**config.mk**
```make
export PLATFORM = sky130hd
export DESIGN_NAME = fifo_access_arbiter
export DESIGN_NICKNAME = d
export VERILOG_FILES = /design/src/rtl/fifo_access_arbiter.sv
export SDC_FILE = /design/constraint.sdc
export NUM_CORES = 1
export LEC_CHECK = 0
export ABC_AREA = 0
export BUFFER_PORTS_ARGS = -buffer_cell sky130_fd_sc_hd__buf_2
export CORE_ASPECT_RATIO = 0.75
export CORE_MARGIN = 2
export CORE_UTILIZATION = 40
export DETAILED_ROUTE_END_ITERATION = 12
export PLACE_DENSITY = 0.68
export SYNTH_ARGS = -nofsm -noshare
export SYNTH_HDL_FRONTEND = slang
export SYNTH_SLANG_ARGS = --single-unit
```
**constraint.sdc**
```tcl
create_clock -name clk -period 4.41 [get_ports clk]
set_input_delay 0.6615 -clock clk [delete_from_list [all_inputs] [get_ports clk]]
set_output_delay 0.6615 -clock clk [all_outputs]
set_load 0.005 [all_outputs]
```
**src/rtl/fifo_access_arbiter.sv**
```systemverilog
// Round-robin arbiter sharing one single-port FIFO among NUM_REQ push/pop requesters; optional SHADOW_CHECK_EN flag cross-check.
// Latency: req -> ack/FIFO command 1 cycle, read data tagged with requester id 2 cycles after the winning cycle.
// Backpressure: a shadow occupancy count masks writes when full and reads when empty; masked requesters simply wait.
module fifo_access_arbiter #(
    parameter int NUM_REQ    = 4,
    parameter int ID_WIDTH   = 2,
    parameter int BUS_WIDTH  = 4,
    parameter int FIFO_DEPTH = 8,
    parameter int CNT_WIDTH  = 4
) (
    input  logic                           clk,
    input  logic                           rst,
    input  logic [NUM_REQ-1:0]             req,
    input  logic [NUM_REQ-1:0]             req_wnr,
    input  logic [NUM_REQ*BUS_WIDTH-1:0]   req_data,
    output logic [NUM_REQ-1:0]             ack,
    output logic                           fifo_en,
    output logic                           fifo_wnr,
    output logic [BUS_WIDTH-1:0]           fifo_in,
    input  logic [BUS_WIDTH-1:0]           fifo_out,
    input  logic                           fifo_full,
    input  logic                           fifo_empty,
    output logic                           rd_valid,
    output logic [ID_WIDTH-1:0]            rd_id,
    output logic [BUS_WIDTH-1:0]           rd_data,
    output logic [CNT_WIDTH-1:0]           count,
    output logic                           err
);

    localparam logic [CNT_WIDTH-1:0] DEPTH_C = CNT_WIDTH'(FIFO_DEPTH);

    logic [ID_WIDTH-1:0]  rr_ptr;
    logic [ID_WIDTH-1:0]  iss_id;
    logic [BUS_WIDTH-1:0] rd_hold;
    logic [NUM_REQ-1:0]   elig;
    logic                 can_wr;
    logic                 can_rd;
    logic                 win_vld;
    logic [ID_WIDTH-1:0]  win_id;
    logic [ID_WIDTH-1:0]  ptr_nxt;
    logic                 win_wnr;
    logic [BUS_WIDTH-1:0] win_dat;

    assign can_wr = (count < DEPTH_C);
    assign can_rd = (count != '0);

    // A requester whose ack is currently visible is skipped so a held req is not re-granted on the same request.
    always_comb begin
        elig = '0;
        for (int i = 0; i < NUM_REQ; i++) begin
            elig[i] = req[i] & ~ack[i] & (req_wnr[i] ? can_wr : can_rd);
        end
    end

    always_comb begin
        int idx;
        idx     = 0;
        win_vld = 1'b0;
        win_id  = '0;
        for (int k = 0; k < NUM_REQ; k++) begin
            idx = (int'(rr_ptr) + k) % NUM_REQ;
            if (!win_vld && elig[ID_WIDTH'(idx)]) begin
                win_vld = 1'b1;
                win_id  = ID_WIDTH'(idx);
            end
        end
    end

    always_comb begin
        win_wnr = 1'b0;
        win_dat = '0;
        for (int i = 0; i < NUM_REQ; i++) begin
            if (win_id == ID_WIDTH'(i)) begin
                win_wnr = req_wnr[i];
                win_dat = req_data[i*BUS_WIDTH +: BUS_WIDTH];
            end
        end
    end

    assign ptr_nxt = (win_id == ID_WIDTH'(NUM_REQ-1)) ? '0 : win_id + 1'b1;

    always_ff @(posedge clk) begin
        if (!rst) begin
            ack      <= '0;
            fifo_en  <= 1'b0;
            fifo_wnr <= 1'b0;
            fifo_in  <= '0;
            rr_ptr   <= '0;
            iss_id   <= '0;
            count    <= '0;
            rd_valid <= 1'b0;
            rd_id    <= '0;
            rd_hold  <= '0;
        end else begin
            ack      <= '0;
            fifo_en  <= 1'b0;
            fifo_wnr <= 1'b0;
            fifo_in  <= '0;
            if (win_vld) begin
                ack[win_id] <= 1'b1;
                fifo_en     <= 1'b1;
                fifo_wnr    <= win_wnr;
                fifo_in     <= win_wnr ? win_dat : '0;
                iss_id      <= win_id;
                rr_ptr      <= ptr_nxt;
                count       <= win_wnr ? count + 1'b1 : count - 1'b1;
            end
            // The FIFO pops at the end of the issue cycle, so its registered output is valid one cycle later.
            rd_valid <= fifo_en & ~fifo_wnr;
            if (fifo_en && !fifo_wnr) begin
                rd_id <= iss_id;
            end
            if (rd_valid) begin
                rd_hold <= fifo_out;
            end
        end
    end

    assign rd_data = rd_valid ? fifo_out : rd_hold;

`ifdef SHADOW_CHECK_EN
    logic shadow_bad;

    // Only compare on idle cycles: an in-flight op has already moved count but not yet the FIFO flags.
    assign shadow_bad = ~fifo_en & ((fifo_full  != (count == DEPTH_C)) |
                                    (fifo_empty != (count == '0)));

    always_ff @(posedge clk) begin
        if (!rst) begin
            err <= 1'b0;
        end else if (shadow_bad) begin
            err <= 1'b1;
        end
    end
`else
    logic unused_flags;

    assign unused_flags = fifo_full ^ fifo_empty;
    assign err          = 1'b0;
`endif

endmodule

```
==> flow_metrics.env <==
export IMPL_clock_latency_ns=0.26
export IMPL_post_route_period_util=0.920
export IMPL_worstPathRequired_ns=4.61
export IMPL_fin_setup_tns_ns=0
export IMPL_synthDistinctLibCells=44
export IMPL_drv_slew=0
export IMPL_clock_sinks=25
export IMPL_cts_tree="done"
export IMPL_relSlewSlack=0.662
export IMPL_synth_xor_area_share=0.0133
export IMPL_antenna_cells=0
export IMPL_setup_ws_ns=0.353
export IMPL_synth_area_mux_share=0.0730
export IMPL_placement_io_buffers=50
export IMPL_rows=18
export IMPL_htree_levels=1
export IMPL_yosysSeqAreaShare=0.379
export IMPL_outcome="complete, no violations"
export IMPL_synth_edf_count=0
export IMPL_ys_ff_latch=25
export IMPL_synth_top_family_by_area="simple AND/OR/NAND/NOR gates"
export IMPL_final_core_util=0.505
export IMPL_async_reset_ff_frac=0
export IMPL_skew_ns=0.00145
export IMPL_wl_per_cell_um=12.7
export IMPL_critPathKind="reg -> reg"
export IMPL_ctsHoldBuffers=0
export IMPL_yosysTopAreaCellShare=0.379
export IMPL_routabilityCongestion=0.812
export IMPL_drv_cap=0
export IMPL_fin_crit_ns=4.06
export IMPL_antenna_found_initial=0
export IMPL_crit_path_max_fanout=12
export IMPL_syn_inst=141
export IMPL_nNetsFinal=227
export IMPL_cts_setup_buffers=0
export IMPL_synth_warnings=0
export IMPL_die_w_um=70.3
export IMPL_die_height_um=53.8
export IMPL_synthAdderAreaFrac=0.0474
export IMPL_synth_top_area_cell="dfxtp_1"
export IMPL_gr_usage_all_layers=0.160
export IMPL_syn_cell_area_um2=1320
export IMPL_grt_pass1_wl_mm=4.76
export IMPL_fmax_ghz=0.246
export IMPL_design_die_area_um2=3780
export IMPL_clock_root_buffer="clkbuf_8"
export IMPL_wl_mm=2.91
export IMPL_arrival_ns=4.25
export IMPL_synth_compound_area_share=0.201
export IMPL_viasPerCell=5.08
export IMPL_grt_pass1_vias=1019
export IMPL_drive_above_1_share=0.370
export IMPL_area_growth_pct=23.3
export IMPL_worstMarginPinSlew_ns=0.504
export IMPL_clk_pin_slew_ns=0.08
export IMPL_core_area_um2=3220
export IMPL_overflow=0
export IMPL_ir_drop_v=0.000275
export IMPL_rsz0062_at_grt="no"
export IMPL_dr_first_iter_drc_count=54
export IMPL_route_detailed_drc=0
export IMPL_numCtsBuffers=3
export IMPL_ant_nets=0
export IMPL_synth_ff_type="dfxtp_1"
export IMPL_synthSimpleGateAreaFrac=0.229
export IMPL_yosysMostFrequentCell="dfxtp_1"
export IMPL_cp_end_kind="flop"
export IMPL_pwr_density_cell_nw_per_um2=724
export IMPL_pre_cts_slack_ns=0.344
export IMPL_critPathLaunchType="flop"
export IMPL_ctsResizeCount=0
export IMPL_via_count=1163
export IMPL_io_pins=54
export IMPL_start_util=0.410
export IMPL_nFillCells=315
export IMPL_min_path_type="reg -> reg"
export IMPL_grt_start_max_net_pins=16
export IMPL_drt_pass1_iter_count=4
export IMPL_avgSynthCellArea_um2=9.36
export IMPL_p_leak_nw=0.766
export IMPL_syn_num_nets=178
export IMPL_setup_viol=0
export IMPL_synthTopCellsByArea="dfxtp_1 (38%), ha_1 (4.7%), mux2_2 (4.3%), o2111ai_4 (4.0%), nand2_1 (3.7%)"
export IMPL_hold_viol_final=0
export IMPL_synth_common_cells="dfxtp_1 (25), nand2_1 (13), nor2_1 (10)"
export IMPL_cts_buffer_depth=2
export IMPL_dp_hpwl_mm=2.23
area by class of cell:
class,count,area [um^2],share of cell area
Clock buffer,4,45.0,0.0277
Sequential cell,25,500,0.307
Timing Repair Buffer,51,258,0.158
Multi-Input combinational cell,102,748,0.460
Inverter,7,26.3,0.0161
Tap cell,40,50.0,0.0307
critical path, cell delays in order (launching register included):
cell       delay [ns]
dfxtp_1          0.38
or4_4            0.65
o2111ai_4        0.27
a31o_2           0.19
o2bb2ai_1        0.22
inv_1            0.17
ha_1             0.35
nor2b_1          0.18
a211oi_1         0.45
xnor2_1          0.13
ha_1             0.21
or3_2            0.46
a21oi_2          0.14
mux2i_1          0.18
stage by stage:
step	hold slack (ns)	power, mW	std cells	area [um^2]
after floorplan	0.436	0.872	141	1320
after CTS	0.470	1.18	229	1630
final	0.467	1.18	229	1630
after global routing	0.492	1.28	229	1630
after detailed placement	0.458	1.04	225	1580
after global placement	0.448	1.02	225	1580
power breakdown:
part / internal, mW / switching [mW]
sequential: 0.301 / 0.0536
clock: 0.0644 / 0.0681
combinational: 0.326 / 0.364
total: 0.692 / 0.486
cell families (layout without fill, tap and decap cells):
| logic type | Yosys count | count (layout) |
|---|---|---|
| xor+xnor | 2 | 2 |
| buf+inv | 14 | 62 |
| other cells | 1 | 1 |
| simple gates | 55 | 55 |
| mux | 9 | 9 |
| compound gates | 30 | 30 |
| fa+ha+maj | 5 | 5 |
| flops | 25 | 25 |
per-layer routing:
layer	track usage	vias to the layer above	wire length, um
li1	-	596	-
met1	0.228	542	1470
met2	0.248	23	1310
met3	0.0356	2	121
met4	0.0385	0	12
met5	0	-	0
sequential cells by signal, summed over array words and instances, names as in the netlist:
name and flops:
ack 4, count 4, fifo_en 1, fifo_in 4, fifo_wnr 1, iss_id 2, rd_hold 4, rd_id 2
rd_valid 1, rr_ptr 2
worst paths after layout:
| check | start | end | slack (ns) | cells after the start |
|---|---|---|---|---|
| setup / recovery | count[0] | count[2] | 0.35 | 13 |
| hold / removal | iss_id[1] | iss_id[1] | 0.47 | 2 |
| setup reg to reg | count[0] | count[2] | 0.35 | 13 |
| hold reg to reg | iss_id[1] | iss_id[1] | 0.47 | 2 |
placed cells by master, fill, tap and decap left out, types with 5 or more instances in the layout:
cell      n
a21oi_1   8
inv_1     6
nor2b_1   7
buf_2    50
nand2_1  13
dfxtp_1  25
nor2_1   10
ha_1      5
mux2_2    5
Note: power is estimated with default switching activity, not from simulation.
